**src/rtl/axi4_lite_master_read.sv**
```systemverilog
// AXI4-Lite read initiator: one outstanding single-word read, AR then R handshake.
// Optional watchdog enabled by defining AXI4_LITE_MASTER_READ_TIMEOUT_EN.
`timescale 1ns/1ps
module axi4_lite_master_read #(
  parameter int AXI_ADDR_WIDTH = 64,
  parameter int AXI_DATA_WIDTH = 32,
  parameter int TIMEOUT_CYCLES = 256
) (
  input  logic                      clk_i,
  input  logic                      arst_i,
  input  logic                      start_read_i,
  input  logic [AXI_ADDR_WIDTH-1:0] addr_i,
  output logic [AXI_DATA_WIDTH-1:0] data_o,
  output logic                      done_o,
  output logic                      error_o,
  output logic                      busy_o,
  output logic                      AR_VALID,
  output logic [AXI_ADDR_WIDTH-1:0] AR_ADDR,
  output logic [2:0]                AR_PROT,
  input  logic                      AR_READY,
  output logic                      R_READY,
  input  logic [AXI_DATA_WIDTH-1:0] R_DATA,
  input  logic [1:0]                R_RESP,
  input  logic                      R_VALID,
  output logic [1:0]                state_o
);

  // Handshake rule: a transfer happens on a rising edge where valid and ready
  // are both high; AR_VALID/AR_ADDR hold until that edge, R_READY is only
  // raised in DATA, and neither ready nor valid depends on the other side.

  typedef enum logic [1:0] {
    IDLE = 2'd0,
    ADDR = 2'd1,
    DATA = 2'd2,
    DONE = 2'd3
  } state_t;

  state_t state_q, state_d;
  logic   ar_hs, r_hs, timeout;

  assign ar_hs = (state_q == ADDR) && AR_READY;
  assign r_hs  = (state_q == DATA) && R_VALID;

`ifdef AXI4_LITE_MASTER_READ_TIMEOUT_EN
  localparam int CNT_W = $clog2(TIMEOUT_CYCLES + 1);
  logic [CNT_W-1:0] cnt_q;

  // Counter is zero whenever we leave IDLE, so entry to ADDR starts from zero.
  always_ff @(posedge clk_i or posedge arst_i) begin
    if (arst_i) begin
      cnt_q <= '0;
    end else if (state_q == IDLE || ar_hs) begin
      cnt_q <= '0;
    end else if (state_q == ADDR || state_q == DATA) begin
      cnt_q <= cnt_q + CNT_W'(1);
    end
  end

  assign timeout = ((state_q == ADDR && !AR_READY) || (state_q == DATA && !R_VALID))
                   && (cnt_q == CNT_W'(TIMEOUT_CYCLES - 1));
`else
  logic unused_timeout_cfg;
  assign unused_timeout_cfg = ^32'(TIMEOUT_CYCLES);
  assign timeout = 1'b0;
`endif

  always_comb begin
    state_d = state_q;
    case (state_q)
      IDLE: if (start_read_i) state_d = ADDR;
      ADDR: if (ar_hs) state_d = DATA;
            else if (timeout) state_d = DONE;
      DATA: if (r_hs || timeout) state_d = DONE;
      DONE: state_d = IDLE;
      default: state_d = IDLE;
    endcase
  end

  always_ff @(posedge clk_i or posedge arst_i) begin
    if (arst_i) state_q <= IDLE;
    else        state_q <= state_d;
  end

  // Status outputs are flops loaded from the next state so they stay glitch-free.
  always_ff @(posedge clk_i or posedge arst_i) begin
    if (arst_i) begin
      AR_VALID <= 1'b0;
      R_READY  <= 1'b0;
      done_o   <= 1'b0;
      busy_o   <= 1'b0;
    end else begin
      AR_VALID <= (state_d == ADDR);
      R_READY  <= (state_d == DATA);
      done_o   <= (state_d == DONE);
      busy_o   <= (state_d != IDLE);
    end
  end

  always_ff @(posedge clk_i or posedge arst_i) begin
    if (arst_i) begin
      AR_ADDR <= '0;
    end else if (state_q == IDLE && start_read_i) begin
      AR_ADDR <= addr_i;
    end
  end

  always_ff @(posedge clk_i or posedge arst_i) begin
    if (arst_i) begin
      data_o  <= '0;
      error_o <= 1'b0;
    end else if (r_hs) begin
      data_o  <= R_DATA;
      error_o <= R_RESP[1];
    end else if (timeout) begin
      data_o  <= '0;
      error_o <= 1'b1;
    end
  end

  logic unused_resp;
  assign unused_resp = R_RESP[0];

  assign AR_PROT = 3'b000;
  assign state_o = state_q;

endmodule

```
**config.mk**
```make
export PLATFORM = sky130hd
export DESIGN_NAME = axi4_lite_master_read
export DESIGN_NICKNAME = d
export VERILOG_FILES = /design/src/rtl/axi4_lite_master_read.sv
export SDC_FILE = /design/constraint.sdc
export NUM_CORES = 1
export LEC_CHECK = 0
export CORE_ASPECT_RATIO = 1.75
export CORE_MARGIN = 3
export CORE_UTILIZATION = 43
export DETAILED_ROUTE_END_ITERATION = 10
export PLACE_DENSITY_LB_ADDON = 0.25
export SYNTH_ARGS = -nofsm -noshare
export SYNTH_HDL_FRONTEND = slang
export SYNTH_SLANG_ARGS = --single-unit
export TNS_END_PERCENT = 50
```
**constraint.sdc**
```tcl
create_clock -name clk_i -period 6.95 [get_ports clk_i]
set_input_delay 1.0425 -clock clk_i [delete_from_list [all_inputs] [get_ports clk_i]]
set_output_delay 1.0425 -clock clk_i [all_outputs]
set_load 0.05 [all_outputs]
```
==> results of run 1 <==
==> per-layer routing <==
layer	routed length, um	vias to the layer above	track usage
met5	0	-	0
li1	-	1211	-
met1	3494	1307	0.2031
met3	789	8	0.06324
met4	117	0	0.05827
met2	5493	113	0.3178
==> final timing paths <==
check	end	start	depth (start not counted)	slack, ps
min in group asynchronous	data_o[3]$_DFFE_PP0P_	arst_i	2	1140
setup reg to reg	AR_ADDR[61]$_DFFE_PP0P_	state_o[1]$_DFF_PP0_	3	5060
max in group asynchronous	AR_ADDR[36]$_DFFE_PP0P_	arst_i	3	4700
hold reg to reg	data_o[21]$_DFFE_PP0P_	data_o[21]$_DFFE_PP0P_	1	500
setup / recovery	state_o[1]	state_o[1]$_DFF_PP0_	1	4090
hold / removal	data_o[21]$_DFFE_PP0P_	data_o[21]$_DFFE_PP0P_	1	500
==> cell usage in the layout, fill, tap and decap left out <==
cell type / Yosys / routed
sky130_fd_sc_hd__inv_1: 2 / 1
sky130_fd_sc_hd__clkbuf_8: 0 / 1
sky130_fd_sc_hd__clkinv_4: 0 / 1
sky130_fd_sc_hd__nand3b_1: 1 / 1
sky130_fd_sc_hd__nand3b_4: 1 / 1
sky130_fd_sc_hd__bufinv_16: 0 / 2
sky130_fd_sc_hd__mux2_2: 35 / 35
sky130_fd_sc_hd__buf_4: 3 / 3
sky130_fd_sc_hd__nor3_1: 1 / 1
sky130_fd_sc_hd__mux2_1: 2 / 2
sky130_fd_sc_hd__clkdlybuf4s50_1: 0 / 204
sky130_fd_sc_hd__clkinv_2: 0 / 1
sky130_fd_sc_hd__nor2_1: 1 / 1
sky130_fd_sc_hd__conb_1: 1 / 3
sky130_fd_sc_hd__mux2_4: 60 / 60
sky130_fd_sc_hd__a211oi_1: 1 / 1
sky130_fd_sc_hd__nand2_1: 1 / 1
sky130_fd_sc_hd__nor3b_4: 0 / 1
sky130_fd_sc_hd__nand2b_1: 1 / 1
sky130_fd_sc_hd__mux2i_1: 1 / 1
sky130_fd_sc_hd__o21ai_0: 1 / 1
sky130_fd_sc_hd__clkbuf_16: 0 / 9
sky130_fd_sc_hd__inv_6: 0 / 2
sky130_fd_sc_hd__a21oi_1: 1 / 1
sky130_fd_sc_hd__o22ai_1: 1 / 1
sky130_fd_sc_hd__dfrtp_1: 103 / 103
sky130_fd_sc_hd__or2b_1: 1 / 1
sky130_fd_sc_hd__inv_4: 0 / 1
==> synth_stat cells (all sizes together) <==
cell,number
nor3,1
mux2i,1
inv,2
o21ai,1
nor3b,1
nand3b,2
buf,15
a211oi,1
nand2,1
mux2,97
nand2b,1
or2b,1
conb,1
nor2,1
a21oi,1
dfrtp,103
o22ai,1
==> flip-flops by register name, summed over array words and instances (netlist names) <==
register / count
AR_ADDR: 64
data_o: 32
state_o: 2
AR_VALID: 1
R_READY: 1
busy_o: 1
done_o: 1
error_o: 1
==> layout make-up <==
type	instances	area, sq um
timing repair buffer	207	2064
sequential	103	2577
clock buffer	10	239.0
clock inverter	6	91.34
multi-input combinational	113	1435
tap	122	152.6
inverter	2	10.01
fill	682	2898
==> stage by stage <==
| stage | std cells | setup WS [ps] | cell area [sq um] | hold slack, ps | util |
|---|---|---|---|---|---|
| detailed placement | 547 | 4019 | 6240 | 484.5 | 0.6590 |
| global placement | 547 | 4054 | 6240 | 477.5 | 0.6590 |
| finish | 563 | 4085 | 6570 | 500.9 | 0.6939 |
| global route | 563 | 3992 | 6570 | 515.7 | 0.6939 |
| CTS | 563 | 4049 | 6570 | 504.5 | 0.6939 |
| floorplan | 233 | 3204 | 4205 | 833.7 | - |
==> logic make-up after synthesis <==
logic type | count (synthesis)
AO/OA/AOI/OAI | 4
buffers and inverters | 17
flip-flops | 103
multiplexers | 98
other | 1
AND/OR/NAND/NOR | 8
==> impl_results.md, run 1 <==
- Worst path top cell family by delay: buffers and inverters
- Total of endpoints with negative setup slack in the final report: 0
- Die height: about 140 um
- Hold bufs inserted after CTS: 0
- Via total after detailed routing: between 2k and 3k
- Antenna diodes: 0
- Syn. warnings: 0
- Synth cell types: 23
- Dominant combinational cell family by area after synthesis: multiplexers
- Clk root buf: sky130_fd_sc_hd__clkbuf_16
- Row Count: 47
- Run status: complete, no violations
- Area growth from synthesis to final layout: 56.51%
- Number of search-and-repair iterations in the first detailed-routing pass: 3
- H-tree depth: 3
- Class of the tightest hold or removal check: reg -> reg
- Final routed DRC violation total: 0
- Share of the yosys chip area belonging to registers: 0.6140
- Critical-path maximum fanout: 10
- Max-cap violations: 0
- Vias in the first global route: 2943
- Start-to-end type of the worst setup path: reg -> out
- Number of CTS-inserted buffers: 9
- Slowest stage cell on the critical path: sky130_fd_sc_hd__clkdlybuf4s50_1
- Floorplan die area: 11030 sq um
- Die width: 80.69 um
- Cell count after synthesis: 231
- Count of instances resized after the clock tree is built: 0
- Worst path cell trace: clkdlybuf4s50_1
- Top-level port count: 209
- Area of the core region: roughly 9500 sq um
- Most area-hungry cell type in the Yosys netlist: sky130_fd_sc_hd__dfrtp_1
- Number of failing hold endpoints at the final stage: 0
- Transition time at the pin with the least slew margin: between 600 and 700 ps
- Wire length of the first global-routing pass: 15.19 mm
- Post-layout net count: roughly 540
- Weighted congestion reported at the end of routability-driven placement: around 0.69
- Worst Path Arrival: approximately 1800 ps
- Clock-pin slew on the worst setup and hold paths: about 70 ps
- Number of port buffers: a little over 200
- Clock latency on the worst-skew pair: ~330 ps
- Final critical-path required period: approximately 2900 ps
- Clock skew: between 5 and 6 ps
- Detailed-placement wirelength estimate: 7.321 mm
- Clock Path Buffers: 2
- Highest clock frequency the design can meet: 349.1 MHz
- Final Routed Wirelength: 9.895 mm
- Required @ worst endpoint: 5910 ps
- Share of cells above drive strength 1: 0.2653
- Critical Path Source Type: flip-flop
- Largest stage delay on the critical path: 900 ps
- Xor and xnor area share after synthesis: 0
- Portion of netlist area occupied by mux cells: 0.3162
- Pin count of the biggest net entering global routing: 54
- Ratio of routed vias to standard cells: between 4 and 5
- Sink count of the clock tree: between 100 and 150
- Post-route clock period utilization: 0.4122
- Average instance area after synthesis: approximately 18 sq um
- Nature of the critical path endpoint: output pin
- Setup tns final: 0 ps
- All-layer global routing usage: 0.1812
- Largest cells by area after synthesis: sky130_fd_sc_hd__dfrtp_1 61%, sky130_fd_sc_hd__mux2_4 21%, sky130_fd_sc_hd__mux2_2 9.4%
- Synthesized-area fraction occupied by ao, oa, aoi and oai cells: 0.005663
- Initial cell density of the core: 0.4434
- Share of the synthesized area in the top cell type: 0.6140
- Buf/Inv on CP: 1
- Aggregate global routing overflow: 0
- Number of antenna-violating nets in the routed design: 0
- Initial antenna violation count: 0
- Netlist area before placement: between 4000 and 5000 sq um
- Number of max-slew violations in the final report: 0
- Setup repair bufs after CTS: 0
- CTS tree: yes
- First DRT Iteration DRCs: 96
- Headroom to the max-slew limit: 0.5490
- Adder-cell share of the synthesized area: 0
- Flops & latches, synth: between 100 and 150
- Simple-gate share of the synthesized area: 0.01580
- Average wire length per cell after detail routing: between 15 and 20 um
- RSZ-0062 raised after global routing: no
Power of run 1 is not shown: default switching activity piles up to over one toggle a cycle in this logic, so the estimate is an artifact.
==> run 2, diff against run 1 <==
--- a/config.mk
+++ b/config.mk
@@ -7,7 +7,7 @@
 export LEC_CHECK = 0
 export CORE_ASPECT_RATIO = 1.75
 export CORE_MARGIN = 3
-export CORE_UTILIZATION = 43
+export CORE_UTILIZATION = 40
 export DETAILED_ROUTE_END_ITERATION = 10
 export PLACE_DENSITY_LB_ADDON = 0.25
 export SYNTH_ARGS = -nofsm -noshare
==> constraint.sdc (replaced) <==
create_clock -name clk_i -period 2.97 [get_ports clk_i]
set_input_delay 0.4455 -clock clk_i [delete_from_list [all_inputs] [get_ports clk_i]]
set_output_delay 0.4455 -clock clk_i [all_outputs]
set_load 0.05 [all_outputs]
==> run 2 against run 1 <==
Cell count grew 0.18%. Worst setup slack got worse by 3400 ps. Hold slack improved by 3.9 ps. Via count increased by 1.4%. First-iteration DRC count unchanged. Register-to-register slack worse by 3800 ps. Global-route usage grew 0.083 points. Non-clock buffer count stayed put. Critical path type unchanged. Sequential share of layout area fell by 0.12 points. Final area grew 0.30%. Utilization decreased by 3.7 points. Critical endpoint unchanged. Clock-buffer cell count rose by 1.
==> impl_results.md, run 2 (synthesis gave the netlist of run 1 again) <==
- Floorplan die area: 11810 sq um (+7.1%)
- Sequential cell area: 2577 sq um (unchanged)
- Nature of the critical path endpoint: output pin
- Area of the multi-input gates: 1435 sq um (unchanged)
- Met3 routing resource usage after global routing: 0.04300 (-0.02024)
- CTS tree: yes
- Setup tns final: 0 ps (unchanged)
- Die width: 83.44 um (+3.4%)
- Clock latency on the worst-skew pair: 330 ps (about the same)
- Clk root buf: sky130_fd_sc_hd__clkbuf_16
- Highest clock frequency the design can meet: about 440 MHz
- Post-route cell area: 6590 sq um (+0.30%)
- Setup repair bufs after CTS: 0 (unchanged)
- Share of cells above drive strength 1: 0.2620 (-0.003347)
- Commonest non-fill, non-tap cell in the layout: sky130_fd_sc_hd__clkdlybuf4s50_1
- Number of failing hold endpoints at the final stage: 0 (unchanged)
- Placed insts: 550 (+0.55%)
- Top-level port count: 209 (unchanged)
- Register with the most flip-flops: AR_ADDR
- Wire length of the first global-routing pass: 16.60 mm (+9.3%)
- Count of instances resized after the clock tree is built: 0 (unchanged)
- First DRT Iteration DRCs: 96 (unchanged)
- Final Routed Wirelength: 10.46 mm (+5.7%)
- End of the worst hold path: data_o[22]$_DFFE_PP0P_
- Count of non-filler cells in the finished layout: 564 (+0.18%)
- Sink count of the clock tree: 103 (unchanged)
- Vias in the first global route: 3023 (+2.7%)
- Ratio of routed vias to standard cells: 4.746 (+1.3%)
- Filler Cell Count: 744 (+9.1%)
- Total of endpoints with negative setup slack in the final report: 0 (unchanged)
- Critical Path Source Type: flip-flop
- Post-layout net count: 539 (unchanged)
- Leading cell types in the layout, fill and taps excluded: 204 x sky130_fd_sc_hd__clkdlybuf4s50_1, 103 x sky130_fd_sc_hd__dfrtp_1, 60 x sky130_fd_sc_hd__mux2_4
- Worst path cell trace: clkdlybuf4s50_1
- Final critical-path required period: about 2300 ps
- Via total after detailed routing: 2677 (+1.4%)
- All-layer global routing usage: 0.1820 (+0.0008267)
- Max reg flops: 64 (unchanged)
- Critical-path maximum fanout: 10 (unchanged)
- Row Count: 48 (+2.1%)
- Initial cell density of the core: 0.4185 (-0.02483)
- Area growth from synthesis to final layout: 56.99%
- Die height: 141.5 um (+3.5%)
- Slowest stage cell on the critical path: sky130_fd_sc_hd__clkdlybuf4s50_1
- Class of the tightest hold or removal check: reg -> reg
- Post-route clock period utilization: 0.7609
- Pin count of the biggest net entering global routing: 65 (+20%)
- Buf/Inv on CP: 1 (unchanged)
- Hold bufs inserted after CTS: 0 (unchanged)
- Most Crowded Layer GR: met2
- Reg2reg setup slack: 1220 ps (-3840 ps)
- Detailed-placement wirelength estimate: 7.872 mm (+7.5%)
- Required @ worst endpoint: 2520 ps (-3390 ps)
- Area of the core region: 10030 sq um (+5.9%)
- Worst Path Arrival: 1810 ps (about the same)
- Worst path top cell family by delay: buffers and inverters
- Weighted congestion reported at the end of routability-driven placement: 0.7324 (+5.8%)
- Max-cap violations: 0 (unchanged)
- Aggregate global routing overflow: 0 (unchanged)
- Final routed DRC violation total: 0 (unchanged)
- Clock Path Buffers: 2 (unchanged)
- Utilization after layout: 0.6571 (-0.03687)
- Clock-pin slew on the worst setup and hold paths: 70 ps (about the same)
- Cell count of the worst reg-to-reg path: 3 (unchanged)
- Clock skew: 8.040 ps (+2.108 ps)
- Start-to-end type of the worst setup path: reg -> out
- Run status: complete, no violations
- Largest stage delay on the critical path: 900 ps (about the same)
- Crit Reg-Reg Endpoint: AR_ADDR[60]$_DFFE_PP0P_
- Global routing met2 resource utilization: 0.3249 (+0.007069)
- Transition time at the pin with the least slew margin: 588.8 ps (-87.62 ps)
- Number of CTS-inserted buffers: 9 (unchanged)
- Number of max-slew violations in the final report: 0 (unchanged)
- Average wire length per cell after detail routing: 18.55 um (+5.5%)
- Total placed instance area: 6270 sq um (+0.48%)
- Worst flop-to-flop path startpoint: state_o[1]$_DFF_PP0_
- Worst hold path cell count: 1 (unchanged)
- RSZ-0062 raised after global routing: no
- Initial antenna violation count: 0 (unchanged)
- Number of antenna-violating nets in the routed design: 0 (unchanged)
- Headroom to the max-slew limit: 0.6066 (+0.05759)
- Number of search-and-repair iterations in the first detailed-routing pass: 2 (-1)
- Number of port buffers: 204 (unchanged)
- H-tree depth: 3 (unchanged)
- Met1 GRT Util: 0.2002 (-0.002904)
- Hold Startpoint: data_o[22]$_DFFE_PP0P_
- Antenna diodes: 0 (unchanged)
-- run 2: layer usage --
| layer | vias up | routed length, um |
|---|---|---|
| met4 | 0 | 448 |
| met5 | - | 0 |
| met2 | 116 | 5773 |
| met1 | 1332 | 3668 |
| li1 | 1206 | - |
| met3 | 23 | 571 |
-- run 2: how the worst max path moves through the flow --
stage,from,endpoint,slack (ps),cells after the start
floorplan,state_o[0]$_DFF_PP0_,AR_ADDR[0]$_DFFE_PP0P_,1240,5
global placement,start_read_i,AR_ADDR[61]$_DFFE_PP0P_,800,4
detailed placement,start_read_i,AR_ADDR[60]$_DFFE_PP0P_,780,4
CTS,state_o[1]$_DFF_PP0_,state_o[1],680,1
global route,state_o[1]$_DFF_PP0_,state_o[1],620,1
finish,state_o[1]$_DFF_PP0_,state_o[1],710,1
-- run 2: area by class of cell --
| class | instances | share of cell area |
|---|---|---|
| multi-input cells | 113 | 0.2178 |
| well taps | 125 | 0.02373 |
| inverters | 2 | 0.001709 |
| repair buffers | 207 | 0.3171 |
| clock inverters | 3 | 0.01025 |
| clock buffers | 11 | 0.03835 |
| flip-flops and latches | 103 | 0.3911 |
-- run 2: stage by stage --
step / setup WS [ps] / hold slack [ps]
after floorplan: 1243 / 534.6
after global placement: 799.7 / 478.4
after detailed placement: 775.3 / 485.0
after CTS: 681.8 / 500.7
after global routing: 618.8 / 525.0
final: 710.1 / 504.8
Power of run 2 is left out for the same reason.
==> patch 1 (config.mk and constraints of run 2) <==
Add a define of `AXI4_LITE_MASTER_READ_TIMEOUT_EN`.
--- a/src/rtl/axi4_lite_master_read.sv
+++ b/src/rtl/axi4_lite_master_read.sv
@@ -1,6 +1,8 @@
 // AXI4-Lite read initiator: one outstanding single-word read, AR then R handshake.
 // Optional watchdog enabled by defining AXI4_LITE_MASTER_READ_TIMEOUT_EN.
 `timescale 1ns/1ps
+`define AXI4_LITE_MASTER_READ_TIMEOUT_EN
+
 module axi4_lite_master_read #(
   parameter int AXI_ADDR_WIDTH = 64,
   parameter int AXI_DATA_WIDTH = 32,
Formal check against the unedited RTL: no difference found for any inputs over 10 cycles, from zero or initial values and one cycle with arst_i high; that may be too few to reach the edited logic, so the function may still have changed.
==> patch 1 against run 2 <==
Utilization is 0.46 points lower. Sequential share of layout area is 2.1 points higher. Sequential cell count is 9 higher. Synthesized area rose by 3.5%. Worst setup slack lost 70 ps. Via count is 18% higher. Routed wire length is 6.5% higher. Design area increased by 3.2%. Critical path depth stayed put. First-iteration DRC count decreased by 26%.
==> patch 1: results (changes against run 2) <==
| Metric | Value |
|---|---|
| Status | `complete, no violations (unchanged)` |
| Drt first pass iters | `4 (was 2)` |
| Placed cell count | `612 (was 550)` |
| Fill cell total of the finished layout | `824 (was 744)` |
| Data arrival time of the critical path | `1880 ps (was 1810 ps)` |
| Post-Syn Area per Cell | `14.9 sq um (was 18.2 sq um)` |
| Clk buf depth | `2 (unchanged)` |
| Origin of the critical flop-to-flop path | `cnt_q[0] (was state_o[1])` |
| Reg-to-Reg End | `data_o[22] (was AR_ADDR[60])` |
| Post-DP HPWL | `8510 um (was 7870 um)` |
| Worst slack at placement | `805 ps (was 775 ps)` |
| Number of buffers created by CTS | `9 (unchanged)` |
| Final clock skew | `8.74 ps (was 8.04 ps)` |
| Vias after detailed routing | `3168 (was 2677)` |
| Width of the chip | `84.8 um (was 83.4 um)` |
| Global-route wire length before repair | `17500 um (was 16600 um)` |
| Final cycle utilization of the critical path | `78.5% (was 76.1%)` |
| Routed metal-1 wire length | `4180 um (was 3670 um)` |
| Number of unique standard cell types used by synthesis | `35 (was 23)` |
| Worst reg-to-reg path cell count | `8 (was 3)` |
| Largest cells by area after synthesis | `dfrtp_1, mux2_2, a22o_1, buf_4, mux2_1 (was dfrtp_1, mux2_4, mux2_2, buf_12, buf_6)` |
| Number of design-rule violations left by the first detailed-router iteration | `71 (was 96)` |
| Wire length reported by the detailed router | `11100 um (was 10500 um)` |
| Clk Latency, worst-skew pair | `350 ps (was 330 ps)` |
| Number of nets in the final layout | `601 (was 539)` |
| Routed length on met3 | `862 um (was 571 um)` |
| Register area share after synthesis | `64.5% (was 61.4%)` |
| Met2 WL | `5800 um (was 5770 um)` |
| Pin count of the biggest net entering global routing | `56 (was 65)` |
| Met2 usage in global routing | `32.0% (was 32.5%)` |
| Via count of the first global-routing pass | `3414 (was 3023)` |
| Top fanout value on the critical path | `13 (was 10)` |
| GR Layer Usage met3 | `5.11% (was 4.30%)` |
| Fraction of layout cells with a size suffix above 1 | `17.2% (was 26.2%)` |
| Commonest cells post-synth | `dfrtp_1, mux2_2, a22o_1, buf_4 (was dfrtp_1, mux2_4, mux2_2, buf_12)` |
| Combined global-route utilization of all metal layers | `18.5% (was 18.2%)` |
| Worst-case headroom to the max-slew limit | `51.6% (was 60.7%)` |
patch 1: cell types whose count changed in the layout (fill, tap and decap cells not counted), moves of 4 or more:
cell,delta
buf_4,+4
dfrtp_1,+9
a22o_1,+32
a21oi_1,+5
mux2_4,-60
nand2_1,+6
o31ai_1,+4
mux2_2,+24
o21ai_0,+6
or4_1,+4
nand2b_1,+4
patch 1: metrics by stage:
step / instance area (sq um) / util, %
after floorplan: 4360 / -
after global placement: 6480 / 62.2
after detailed placement: 6480 / 62.2
after CTS: 6800 / 65.2
after global routing: 6800 / 65.2
final: 6800 / 65.2
patch 1: cell families after synthesis:
logic type	after synthesis	synth area share, %
other	1	0.0863
DFF	112	64.5
and+or+nand+nor	33	4.55
buffers and inverters	24	3.54
xor gates and xnor gates	1	0.202
muxes	65	16.8
AOI/OAI and AO/OA	54	9.76
adders and majority gates	2	0.576
patch 1: power by group:
| part | internal [mW] | switching (mW) |
|---|---|---|
| registers | 2.23 | 0.403 |
| logic | 1.92 | 3.27 |
| clock network | 0.744 | 0.540 |
patch 1: area by class of cell:
class | count | area, sq um | area share (%)
multi-input combinational | 158 | 1400 | 20.6
clock inverter | 6 | 90.1 | 1.32
clock buffer | 10 | 229 | 3.37
tap | 127 | 159 | 2.34
inverter | 5 | 22.5 | 0.331
timing repair buffer | 210 | 2100 | 30.9
sequential | 112 | 2800 | 41.2
patch 1: how the worst min path moves through the flow:
stage           startpoint          end  slack, ps
2_1_floorplan     cnt_q[1]     cnt_q[1]        460
3_3_place_gp   AR_ADDR[49]  AR_ADDR[49]        470
3_5_place_dp   AR_ADDR[51]  AR_ADDR[51]        480
4_1_cts        AR_ADDR[51]  AR_ADDR[51]        490
5_1_grt         data_o[12]   data_o[12]        510
6_report       AR_ADDR[51]  AR_ADDR[51]        490
==> patch 2 (config.mk and constraints of run 2) <==
Made on the original files. Put one more register stage on the output `error_o`, cleared by the reset. The value now appears one clock later. The other outputs are not delayed to match.
--- a/src/rtl/axi4_lite_master_read.sv
+++ b/src/rtl/axi4_lite_master_read.sv
@@ -35,6 +35,8 @@
     DATA = 2'd2,
     DONE = 2'd3
   } state_t;
+
+  logic error_s0;
 
   state_t state_q, state_d;
   logic   ar_hs, r_hs, timeout;
@@ -108,13 +110,13 @@
   always_ff @(posedge clk_i or posedge arst_i) begin
     if (arst_i) begin
       data_o  <= '0;
-      error_o <= 1'b0;
+      error_s0 <= 1'b0;
     end else if (r_hs) begin
       data_o  <= R_DATA;
-      error_o <= R_RESP[1];
+      error_s0 <= R_RESP[1];
     end else if (timeout) begin
       data_o  <= '0;
-      error_o <= 1'b1;
+      error_s0 <= 1'b1;
     end
   end
 
@@ -124,5 +126,13 @@
   assign AR_PROT = 3'b000;
   assign state_o = state_q;
 
+  always_ff @(posedge clk_i or posedge arst_i) begin
+    if (arst_i) begin
+      error_o <= '0;
+    end else begin
+      error_o <= error_s0;
+    end
+  end
+
 endmodule
 
Formal check against the unedited RTL: not equivalent (Yosys sat finds a counterexample within 4 cycles, from zero or initial values and one cycle with arst_i high).
==> patch 2 against run 2 <==
First-iteration DRC count is 8.3% lower. Sequential cell count is 1 higher. Design area is 0.80% higher. Synthesized area is 0.60% higher. Hold slack worse by 120 ps. Routed wire length is 3.5% lower. Worst setup slack worse by 14 ps. Via count is 0.75% higher. Critical path depth stayed put.
Power is not shown: default switching activity piles up to over one toggle a cycle in this logic, so the estimate is an artifact.
==> patch 2: results (changes against run 2) <==
| Metric | Value |
|---|---|
| Status | `complete, no violations (unchanged)` |
| Number of design-rule violations left by the first detailed-router iteration | `88 (was 96)` |
| Quantity of gates resized following cts | `0 (unchanged)` |
| Setup bufs post-CTS | `0 (unchanged)` |
| Number of nets in the final layout | `543 (was 539)` |
| Final clock skew | `9.01 ps (was 8.04 ps)` |
| Critical Path Max Stage Delay | `900 ps (about the same)` |
| Fill cell total of the finished layout | `794 (was 744)` |
| Worst reg-to-reg setup slack | `1200 ps (was 1220 ps)` |
| Top cell type's share of synthesized area | `61.6% (was 61.4%)` |
| Commonest cells post-synth | `dfrtp_1, mux2_4, mux2_2, buf_12 (unchanged)` |
| Flip-flop count of the largest register, all copies and words added | `64 (unchanged)` |
| Worst hold slack after final layout | `381 ps (was 505 ps)` |
| Combined global-route utilization of all metal layers | `17.5% (was 18.2%)` |
| Worst hold stages | `0 (was 1)` |
| Average routed wire per standard cell | `17.7 um (was 18.5 um)` |
| Reg-to-Reg End | `AR_ADDR[60] (unchanged)` |
| Register area share after synthesis | `61.6% (was 61.4%)` |
| Origin of the critical flop-to-flop path | `state_o[1] (unchanged)` |
| Hold worst-path end | `error_o (was data_o[22])` |
| Global-route wire length before repair | `16200 um (was 16600 um)` |
| Dominant delay contributor by cell family on the critical path | `buffers and inverters (unchanged)` |
| Post-DP HPWL | `7520 um (was 7870 um)` |
| Number of H-tree branching levels | `3 (unchanged)` |
| Worst-case headroom to the max-slew limit | `50.7% (was 60.7%)` |
| Top fanout value on the critical path | `10 (unchanged)` |
| Data arrival time of the critical path | `1830 ps (was 1810 ps)` |
| Via count of the first global-routing pass | `3014 (was 3023)` |
| Clk Latency, worst-skew pair | `340 ps` |
| Largest cells by area after synthesis | `dfrtp_1, mux2_4, mux2_2, buf_12, buf_6 (unchanged)` |
| Max Cap Violations | `0 (unchanged)` |
| Number of diodes | `0 (unchanged)` |
| Launch instance of the worst min-delay path | `error_s0 (was data_o[22])` |
| GPL Wtd Cong | `0.720 (was 0.732)` |
| Clock-pin transition on the worst setup and hold timing paths | `70 ps (about the same)` |
| Worst reg-to-reg path cell count | `3 (unchanged)` |
| Antenna violations before repair | `0 (unchanged)` |
| Pin count of the biggest net entering global routing | `59 (was 65)` |
| Register name with the most flops | `AR_ADDR (unchanged)` |
| Number of unique standard cell types used by synthesis | `23 (unchanged)` |
| Ratio of routed vias to standard cells | `4.73 (was 4.75)` |
| Fraction of layout cells with a size suffix above 1 | `26.4% (was 26.2%)` |
| Total of warnings raised by yosys | `0 (unchanged)` |
| Drt first pass iters | `4 (was 2)` |
| Proportion of synthesized flip-flops having asynchronous set or reset | `100% (unchanged)` |
| Quantity of I/O buffers inserted on ports | `204 (unchanged)` |
| Path type of the worst min-delay path | `reg -> reg (unchanged)` |
-- patch 2: logic make-up after synthesis --
kind of cell,count (synthesis),share of synthesized area [%]
flops,104,61.6
mux,98,31.4
buf+inv,17,4.71
simple gates,8,1.57
compound gates,4,0.563
other cells,1,0.0888
-- patch 2: layout make-up --
class                   count  share of cell area, %
clock buffers              11                   3.65
clock inverters             3                   1.02
inverters                   2                  0.170
multi-input cells         113                   21.6
flip-flops and latches    104                   39.2
well taps                 127                   2.39
repair buffers            210                   32.0
-- patch 2: worst max-delay path by stage --
stage	from	end	slack, ps
after floorplan	state_o[0]	AR_ADDR[0]	1240
after global placement	start_read_i	AR_ADDR[60]	780
after detailed placement	start_read_i	AR_ADDR[60]	750
after CTS	state_o[1]	state_o[1]	660
after global routing	state_o[1]	state_o[1]	610
final	state_o[1]	state_o[1]	700
-- patch 2: through the flow --
stage	util, %	setup slack (ps)	cells	cell area (sq um)
after floorplan	-	1240	234	4230
after global placement	61.5	777	556	6330
after detailed placement	61.5	755	556	6330
after CTS	64.5	661	570	6640
after global routing	64.5	614	570	6640
final	64.5	696	570	6640
-- patch 2: per-layer routing --
metal	wire length, um	track usage, %	vias to the layer above
li1	-	-	1216
met1	3750	20.8	1322
met2	5200	28.5	127
met3	633	4.13	32
met4	507	11.4	0
met5	0	0	-
